`config.mk`:
```
export PLATFORM = sky130hd
export DESIGN_NAME = module_bcd_arbitro
export DESIGN_NICKNAME = d
export VERILOG_FILES = /design/src/rtl/paquete_bcd_pkg.sv /design/src/rtl/module_arbitro_rr.sv /design/src/rtl/module_bcd_arbitro.sv
export SDC_FILE = /design/constraint.sdc
export NUM_CORES = 1
export LEC_CHECK = 0
export ABC_AREA = 0
export CORE_AREA = 2 2 82 84
export CTS_CLUSTER_SIZE = 25
export DETAILED_ROUTE_END_ITERATION = 6
export DIE_AREA = 0 0 84 86
export PLACE_DENSITY = 0.87
export SKIP_LAST_GASP = 1
export SLEW_MARGIN = 20
export SYNTH_ARGS = -nofsm -noshare
export SYNTH_HDL_FRONTEND = slang
export SYNTH_SLANG_ARGS = --single-unit
```
`constraint.sdc`:
```
create_clock -name clk -period 3.7 [get_ports clk]
set_clock_uncertainty 0.1 [all_clocks]
set_input_delay 0.925 -clock clk [delete_from_list [all_inputs] [get_ports clk]]
set_output_delay 0.925 -clock clk [all_outputs]
set_load 0.005 [all_outputs]
```
`src/rtl/paquete_bcd_pkg.sv`:
```
`default_nettype none
// ------------------------------------------------------------------
// paquete_bcd_pkg: shared types and constants for the BCD arbiter
// Rev 1.0
// ------------------------------------------------------------------
package paquete_bcd_pkg;

  typedef enum logic [2:0] {
    REPOSO   = 3'd0,
    LANZAR   = 3'd1,
    ASENTAR  = 3'd2,
    ESPERAR  = 3'd3,
    ENTREGAR = 3'd4
  } estado_t;

  localparam int unsigned MAX_DECIMAL     = 9999;
  localparam logic [15:0] DIGITOS_RANGO   = 16'hEEEE;
  localparam logic [15:0] DIGITOS_TIMEOUT = 16'hFFFF;

endpackage
`default_nettype wire

```
`src/rtl/module_arbitro_rr.sv`:
```
`default_nettype none
// ------------------------------------------------------------------
// module_arbitro_rr: two-way round-robin arbiter with one-hot grant
// Rev 1.0
// ------------------------------------------------------------------
module module_arbitro_rr (
  input  logic       clk,
  input  logic       rst,
  input  logic [1:0] sol,
  input  logic       avanzar,
  output logic [1:0] conc
);

  // Set when requester B was the last one granted; reset favours A.
  logic r_ultimo_b;

  always_comb begin
    conc = sol;
    if (sol == 2'b11) begin
      conc = r_ultimo_b ? 2'b01 : 2'b10;
    end
  end

  always_ff @(posedge clk or negedge rst) begin
    if (!rst) begin
      r_ultimo_b <= 1'b1;
    end else if (avanzar) begin
      r_ultimo_b <= conc[1];
    end
  end

endmodule
`default_nettype wire

```
`src/rtl/module_bcd_arbitro.sv`:
```
`default_nettype none
// ------------------------------------------------------------------
// module_bcd_arbitro: shares one binary-to-BCD converter between two requesters
// Rev 1.0
// ------------------------------------------------------------------
module module_bcd_arbitro
  import paquete_bcd_pkg::*;
#(
  parameter int TIMEOUT_CICLOS = 64,
  parameter int ANCHO          = 16
) (
  input  logic             clk,
  input  logic             rst,
  input  logic             sol_valido_a,
  input  logic             sol_valido_b,
  input  logic [ANCHO-1:0] sol_numero_a,
  input  logic [ANCHO-1:0] sol_numero_b,
  output logic             sol_acepta_a,
  output logic             sol_acepta_b,
  output logic             res_valido_a,
  output logic             res_valido_b,
  output logic [15:0]      res_digitos_a,
  output logic [15:0]      res_digitos_b,
  output logic [ANCHO-1:0] bcd_numero,
  input  logic [3:0]       bcd_unidades,
  input  logic [3:0]       bcd_decenas,
  input  logic [3:0]       bcd_centenas,
  input  logic [3:0]       bcd_millares,
  input  logic             bcd_listo,
  output logic             error_timeout,
  output logic             fuera_rango
);

  localparam int CW = (TIMEOUT_CICLOS > 1) ? $clog2(TIMEOUT_CICLOS) : 1;
  localparam int AW = (ANCHO > 14) ? ANCHO : 14;
  localparam logic [CW-1:0] C_ULTIMA = CW'(TIMEOUT_CICLOS - 1);
  localparam logic [AW-1:0] C_MAX    = AW'(MAX_DECIMAL);

  estado_t          r_estado;
  estado_t          w_estado_sig;
  logic             r_dueno_b;
  logic             r_rango;
  logic [CW-1:0]    r_cuenta;
  logic [1:0]       w_sol;
  logic [1:0]       w_conc;
  logic             w_avanzar;
  logic [ANCHO-1:0] w_numero;
  logic             w_fuera;
  logic             w_fin;
  logic             w_cargar;
  logic             w_dest_b;
  logic [15:0]      w_digitos;

  assign w_sol     = {sol_valido_b, sol_valido_a};
  assign w_avanzar = (r_estado == REPOSO) && (w_sol != 2'b00);

  module_arbitro_rr u_arbitro (
    .clk     (clk),
    .rst     (rst),
    .sol     (w_sol),
    .avanzar (w_avanzar),
    .conc    (w_conc)
  );

  assign w_numero = w_conc[1] ? sol_numero_b : sol_numero_a;
  assign w_fuera  = AW'(w_numero) > C_MAX;
  assign w_fin    = (r_cuenta == C_ULTIMA);

  // Result digits are written on the edge entering ENTREGAR so they are
  // already stable while res_valido is high.
  always_comb begin
    w_estado_sig = r_estado;
    w_cargar     = 1'b0;
    w_dest_b     = r_dueno_b;
    w_digitos    = DIGITOS_TIMEOUT;
    case (r_estado)
      REPOSO: begin
        if (w_avanzar) begin
          if (w_fuera) begin
            w_estado_sig = ENTREGAR;
            w_cargar     = 1'b1;
            w_dest_b     = w_conc[1];
            w_digitos    = DIGITOS_RANGO;
          end else begin
            w_estado_sig = LANZAR;
          end
        end
      end
      LANZAR:  w_estado_sig = ASENTAR;
      ASENTAR: w_estado_sig = ESPERAR;
      ESPERAR: begin
        if (bcd_listo) begin
          w_estado_sig = ENTREGAR;
          w_cargar     = 1'b1;
          w_digitos    = {bcd_millares, bcd_centenas, bcd_decenas, bcd_unidades};
        end else if (w_fin) begin
          w_estado_sig = ENTREGAR;
          w_cargar     = 1'b1;
          w_digitos    = DIGITOS_TIMEOUT;
        end
      end
      ENTREGAR: w_estado_sig = REPOSO;
      default:  w_estado_sig = REPOSO;
    endcase
  end

  assign sol_acepta_a = (r_estado == REPOSO) && w_conc[0];
  assign sol_acepta_b = (r_estado == REPOSO) && w_conc[1];
  assign res_valido_a = (r_estado == ENTREGAR) && !r_dueno_b;
  assign res_valido_b = (r_estado == ENTREGAR) && r_dueno_b;
  assign fuera_rango  = (r_estado == ENTREGAR) && r_rango;

  always_ff @(posedge clk or negedge rst) begin
    if (!rst) begin
      r_estado <= REPOSO;
    end else begin
      r_estado <= w_estado_sig;
    end
  end

  always_ff @(posedge clk or negedge rst) begin
    if (!rst) begin
      r_dueno_b     <= 1'b0;
      r_rango       <= 1'b0;
      r_cuenta      <= '0;
      bcd_numero    <= '0;
      error_timeout <= 1'b0;
      res_digitos_a <= '0;
      res_digitos_b <= '0;
    end else begin
      if (w_avanzar) begin
        r_dueno_b <= w_conc[1];
        r_rango   <= w_fuera;
        if (!w_fuera) begin
          bcd_numero <= w_numero;
        end
      end
      if (r_estado == ASENTAR) begin
        r_cuenta <= '0;
      end else if ((r_estado == ESPERAR) && !bcd_listo && !w_fin) begin
        r_cuenta <= r_cuenta + CW'(1);
      end
      if ((r_estado == ESPERAR) && !bcd_listo && w_fin) begin
        error_timeout <= 1'b1;
      end
      if (w_cargar) begin
        if (w_dest_b) begin
          res_digitos_b <= w_digitos;
        end else begin
          res_digitos_a <= w_digitos;
        end
      end
    end
  end

endmodule
`default_nettype wire

```
# Word level (Yosys, flattened, before mapping)
# Index checks and enable logic that the tools add are counted.
[op_classes]
addsub = 1
magnitude_cmp = 1
eq_ne = 8
muxes = 22
n_bitwise = 2
reduce_logical = 19
[op_table]
columns = ["op", "n"]
rows = [
  ["16-bit two-way mux", 2],
  ["16-bit one-hot mux with 2 select lines", 1],
  ["13-bit two-way mux", 2],
  ["16-bit by 14-bit > comparator with 1-bit output, second input constant", 1],
  ["3-bit two-way mux", 4],
  ["6-bit two-way mux", 2],
  ["3-bit one-hot mux with 4 select lines", 1],
  ["1-bit logical AND", 9],
  ["2-bit AND reduction", 4],
  ["1-bit two-way mux", 7],
  ["6-bit by 1-bit adder with 6-bit output, second input constant", 1],
  ["3-bit by 2-bit == test with 1-bit output, second input constant", 2],
  ["6-bit == test, second input constant", 1],
  ["2-bit two-way mux", 2],
  ["2-bit nonzero test", 2],
  ["3-bit by 1-bit == test with 1-bit output, second input constant", 1],
  ["3-bit == test, second input constant", 1],
  ["1-bit zero test", 3],
  ["3-bit zero test", 1],
  ["3-bit inequality test, second input constant", 1],
  ["2-bit == test, second input constant", 1],
  ["2-bit by 1-bit inequality test with 1-bit output, second input constant", 1],
  ["1-bit NOT", 2],
  ["1-bit one-hot mux with 2 select lines", 1],
]
[totals]
register_bits = 61
inputBits = 53
out_inout_bits = 54
wordCells = 62

# Longest topological paths before layout
[logic_depth]
depth_word = 9
mapped_depth = 7
mapped_depth_nobuf = 5

# By module
# From an unflattened synthesis, not the netlist that was laid out.
[unflattened]
hier_cells = 234
area_unflattened_um2 = 2895.3
[by_module_without_submodules]
columns = ["mod", "n_inst", "cells_per_inst", "area_each_um2", "seq_area_each_um2"]
rows = [
  ["module_bcd_arbitro", 1, 229, 2831.5, 1501.4],
  ["module_arbitro_rr", 1, 5, 63.8, 26.3],
]

# Least setup slack after synthesis
# Ideal clock, no wire load.
[synth_timing]
path_kind = "input-to-output"
startpoint = "input port sol_valido_b"
endpoint = "output port sol_acepta_a"
arrival_ns = 1.458
required_ns = 2.675
slack_ns = 1.217
cell_stages = 3
n_path_buf = 0
path_cell_list = "or2b_2 -> nand3_1 -> inv_1"
[synth_via]
elab_chain_len = 3
[synth_rtl]
columns = ["item", "line_no", "source"]
rows = [
  ["from (decl)", "module_bcd_arbitro.sv:15", "input logic sol_valido_b,"],
  ["2-bit == test", "module_arbitro_rr.sv:19", "if (sol == 2'b11) begin"],
  ["2-bit two-way mux", "module_arbitro_rr.sv:19", ""],
  ["1-bit logical AND", "module_bcd_arbitro.sv:107", "assign sol_acepta_a = (r_estado == REPOSO) && w_conc[0];"],
  ["to (decl)", "module_bcd_arbitro.sv:18", "output logic sol_acepta_a,"],
]
# No other way between the ends.

# Worst setup path in the final report
[layout_timing]
startpoint = "input port sol_valido_b"
endpoint = "output port sol_acepta_b"
[layout_via]
elab_chain_len = 3
[layout_rtl]
columns = ["item", "line_no", "source"]
rows = [
  ["2-bit == test", "module_arbitro_rr.sv:19", ""],
  ["2-bit two-way mux (*)", "module_arbitro_rr.sv:19", ""],
  ["1-bit logical AND (*)", "module_bcd_arbitro.sv:108", "assign sol_acepta_b = (r_estado == REPOSO) && w_conc[1];"],
  ["to (decl)", "module_bcd_arbitro.sv:19", "output logic sol_acepta_b,"],
]
# Every way passes the cells marked *; elsewhere a longest branch is shown, timed or not.

==> results_dict.tcl <==
set metrics [dict create \
    status "finished clean" \
    syn_avg_cell_area_sq_um 13.2 \
    first_global_vias 2298 \
    hold_path_class "register to register" \
    p_leak_nw 1.75 \
    grt_max_degree 32 \
    cts_resized 0 \
    path_clk_slew_ps 60 \
    cp.arrival_ps 2440 \
    dp_hpwl_um 5100 \
    design.portCount 107 \
    drive_above_1_share_pct 30.3 \
    finalCriticalPeriod_ps 3470 \
    vias_per_cell 5.23 \
    n_antenna_cell 0 \
    critical-path-top-delay-family "buffers and inverters" \
    core-area_sq_mm 0.00628 \
    synth-edff-count 0 \
    fmax_ghz 0.288 \
    wl_per_cell_um 16.0 \
    critPathMostFrequentCell "clkdlybuf4s50_1" \
    cts_htree_levels 3 \
    overflow 0 \
    synth_ff_type "dfrtp_1" \
    vias 2198 \
    relSlewSlack_pct 45.4 \
    yosys_warnings 0 \
    chipWidth_um 84 \
    ys_types 46 \
    drv_cap 0 \
    crit_fanout 5 \
    routed-wl-met3_um 416 \
    ys_ff_latch 61 \
    cp-start-kind "input pin" \
    period_share_pct 93.7 \
    drt_first_pass_iters 4 \
    cts.sinks 61 \
    synthToLayoutAreaGrowth_pct 45.4 \
    top_layer_used "met4" \
    setup_viol 0 \
    antenna_left 0 \
    syn_inst 224 \
    cp_slowest_cell "clkdlybuf4s50_1" \
    crit_buf_inv 3 \
    path_cells "clkdlybuf4s50_1 > a21boi_4 > nand2_1 > inv_1 > clkdlybuf4s50_1" \
    ir_drop_uv 311 \
    rsz0062_at_grt "no" \
    grt_pass1_wl_um 11200 \
    first_iter_violations 66 \
    nFillCells 456 \
    required_ps 2670 \
    worst_hold_slack_ps 384 \
    holdPathStages 1 \
    cts_tree "built" \
    cts_setup_buffers 0 \
    port_buffers 106 \
    worst_pin_slew_ps 817 \
    clock_path_buffers 2 \
    dieArea_sq_mm 0.00722 \
    slowest_delay_ps 540 \
    synth-async-reset-ratio_pct 100 \
    cts_root_buf "clkbuf_8" \
    gp_congestion 0.751 \
    hold_violations 0 \
    cts_hold_buffers 0 \
    drt-total-wl_um 6720 \
    cts_buffers 9 \
    start_util_pct 47.2 \
    wl_met1_um 2820 \
    setup_tns_ps 0 \
    crit_cells 5 \
    wl_met2_um 3370 \
    num_rows 29 \
    reg2reg_depth 6 \
    layout.nets 393 \
    path_class "input pin to primary output" \
    syn-cell-area_sq_mm 0.00297 \
    clk_latency_ps 330 \
    track_usage_pct 19.9 \
    p_per_area_mw_per_mm2 621 \
    yosysSeqAreaShare_pct 51.5 \
    antenna_found_initial 0 \
    die_y_um 86 \
    final_max_slew_viol_count 0 \
    drc_errors 0 \
    synth.net_count 278 \
    end_kind "primary output" \
]
==> path summary, 6_finish.rpt <==
path / end / slack [ps] / from
setup / recovery: sol_acepta_b / 230 / sol_valido_b
hold / removal: error_timeout$_DFFE_PN0P_ / 380 / error_timeout$_DFFE_PN0P_
setup reg to reg: res_digitos_a[0]$_DFFE_PN0P_ / 1330 / r_cuenta[0]$_DFFE_PN0P_
hold reg to reg: error_timeout$_DFFE_PN0P_ / 380 / error_timeout$_DFFE_PN0P_
max in group asynchronous: u_arbitro.r_ultimo_b$_DFFE_PN1P_ / 2070 / rst
min in group asynchronous: res_digitos_b[10]$_DFFE_PN0P_ / 540 / rst
==> registers in the layout, indices dropped and copies added, names as in the netlist <==
name,cells
bcd_numero,16
error_timeout,1
r_cuenta,6
r_dueno_b,1
r_estado,3
r_rango,1
res_digitos_a,16
res_digitos_b,16
u_arbitro.r_ultimo_b,1
==> kinds of logic after synthesis <==
family,share of synthesized area (%)
mux,25.1
buf+inv,3.42
simple gates,10.4
flops,51.5
xor+xnor,1.48
fa+ha+maj,0.422
compound gates,7.68
==> through the flow <==
stage / setup WS [ps] / cell area (sq um) / cells / util [%] / total power (W)
2_1_floorplan: 1220 / 2970 / 224 / - / 0.00151
3_3_place_gp: 282 / 4100 / 405 / 65.3 / 0.00203
3_5_place_dp: 241 / 4100 / 405 / 65.3 / 0.00206
4_1_cts: 240 / 4310 / 420 / 68.7 / 0.00272
5_1_grt: 166 / 4310 / 420 / 68.7 / 0.00284
6_report: 232 / 4310 / 420 / 68.7 / 0.00268
==> cells in the final DEF (no fill, tap or decap), types with 4 or more instances in the layout <==
master,netlist,routed
dfrtp_1,60,60
mux2_4,10,10
a21oi_1,6,6
or2_2,12,12
mux2_2,50,50
clkbuf_8,0,10
nand2_1,9,9
clkdlybuf4s50_1,0,105
nand3_1,4,4
inv_1,9,9
nor2_1,13,13
buf_4,0,4
==> cell type report <==
class                      instances  area [sq um]  share of cell area (%)
multi-input combinational        147          1340                    31.0
inverter                           9          33.8                   0.783
tap                               77          96.3                    2.23
clock inverter                     5          75.1                    1.74
timing repair buffer             111          1110                    25.6
clock buffer                      10           138                    3.19
sequential                        61          1530                    35.4
==> layer usage <==
metal	vias to the layer above	track usage, %
met1	1078	23.4
met2	78	34.8
li1	1031	-
met5	-	0
met4	0	8.65
met3	11	5.20
==> synth_stat cells (all sizes together) (2+ instances only) <==
cell,number,area (sq um)
nand2,9,33.8
nor2,13,48.8
nor4,2,12.5
inv,9,33.8
mux2,60,713
mux2i,3,30.0
dfrtp,60,1500
buf,5,58.8
or2,12,75.1
and3,2,17.5
nand3,4,20.0
o21ai,3,15.0
o22ai,2,26.3
o211ai,3,22.5
nand4,3,18.8
xor2,2,17.5
nor3,2,21.3
a31oi,2,27.5
clkbuf,2,8.75
xnor2,3,26.3
a21oi,6,30.0
==> power breakdown <==
part	switching (W)	internal, W
Clock	0.000244	0.000390
Sequential	0.000150	0.000878
Combinational	0.000358	0.000657
Total	0.000752	0.00193
Power figures use the tool's default switching activity.
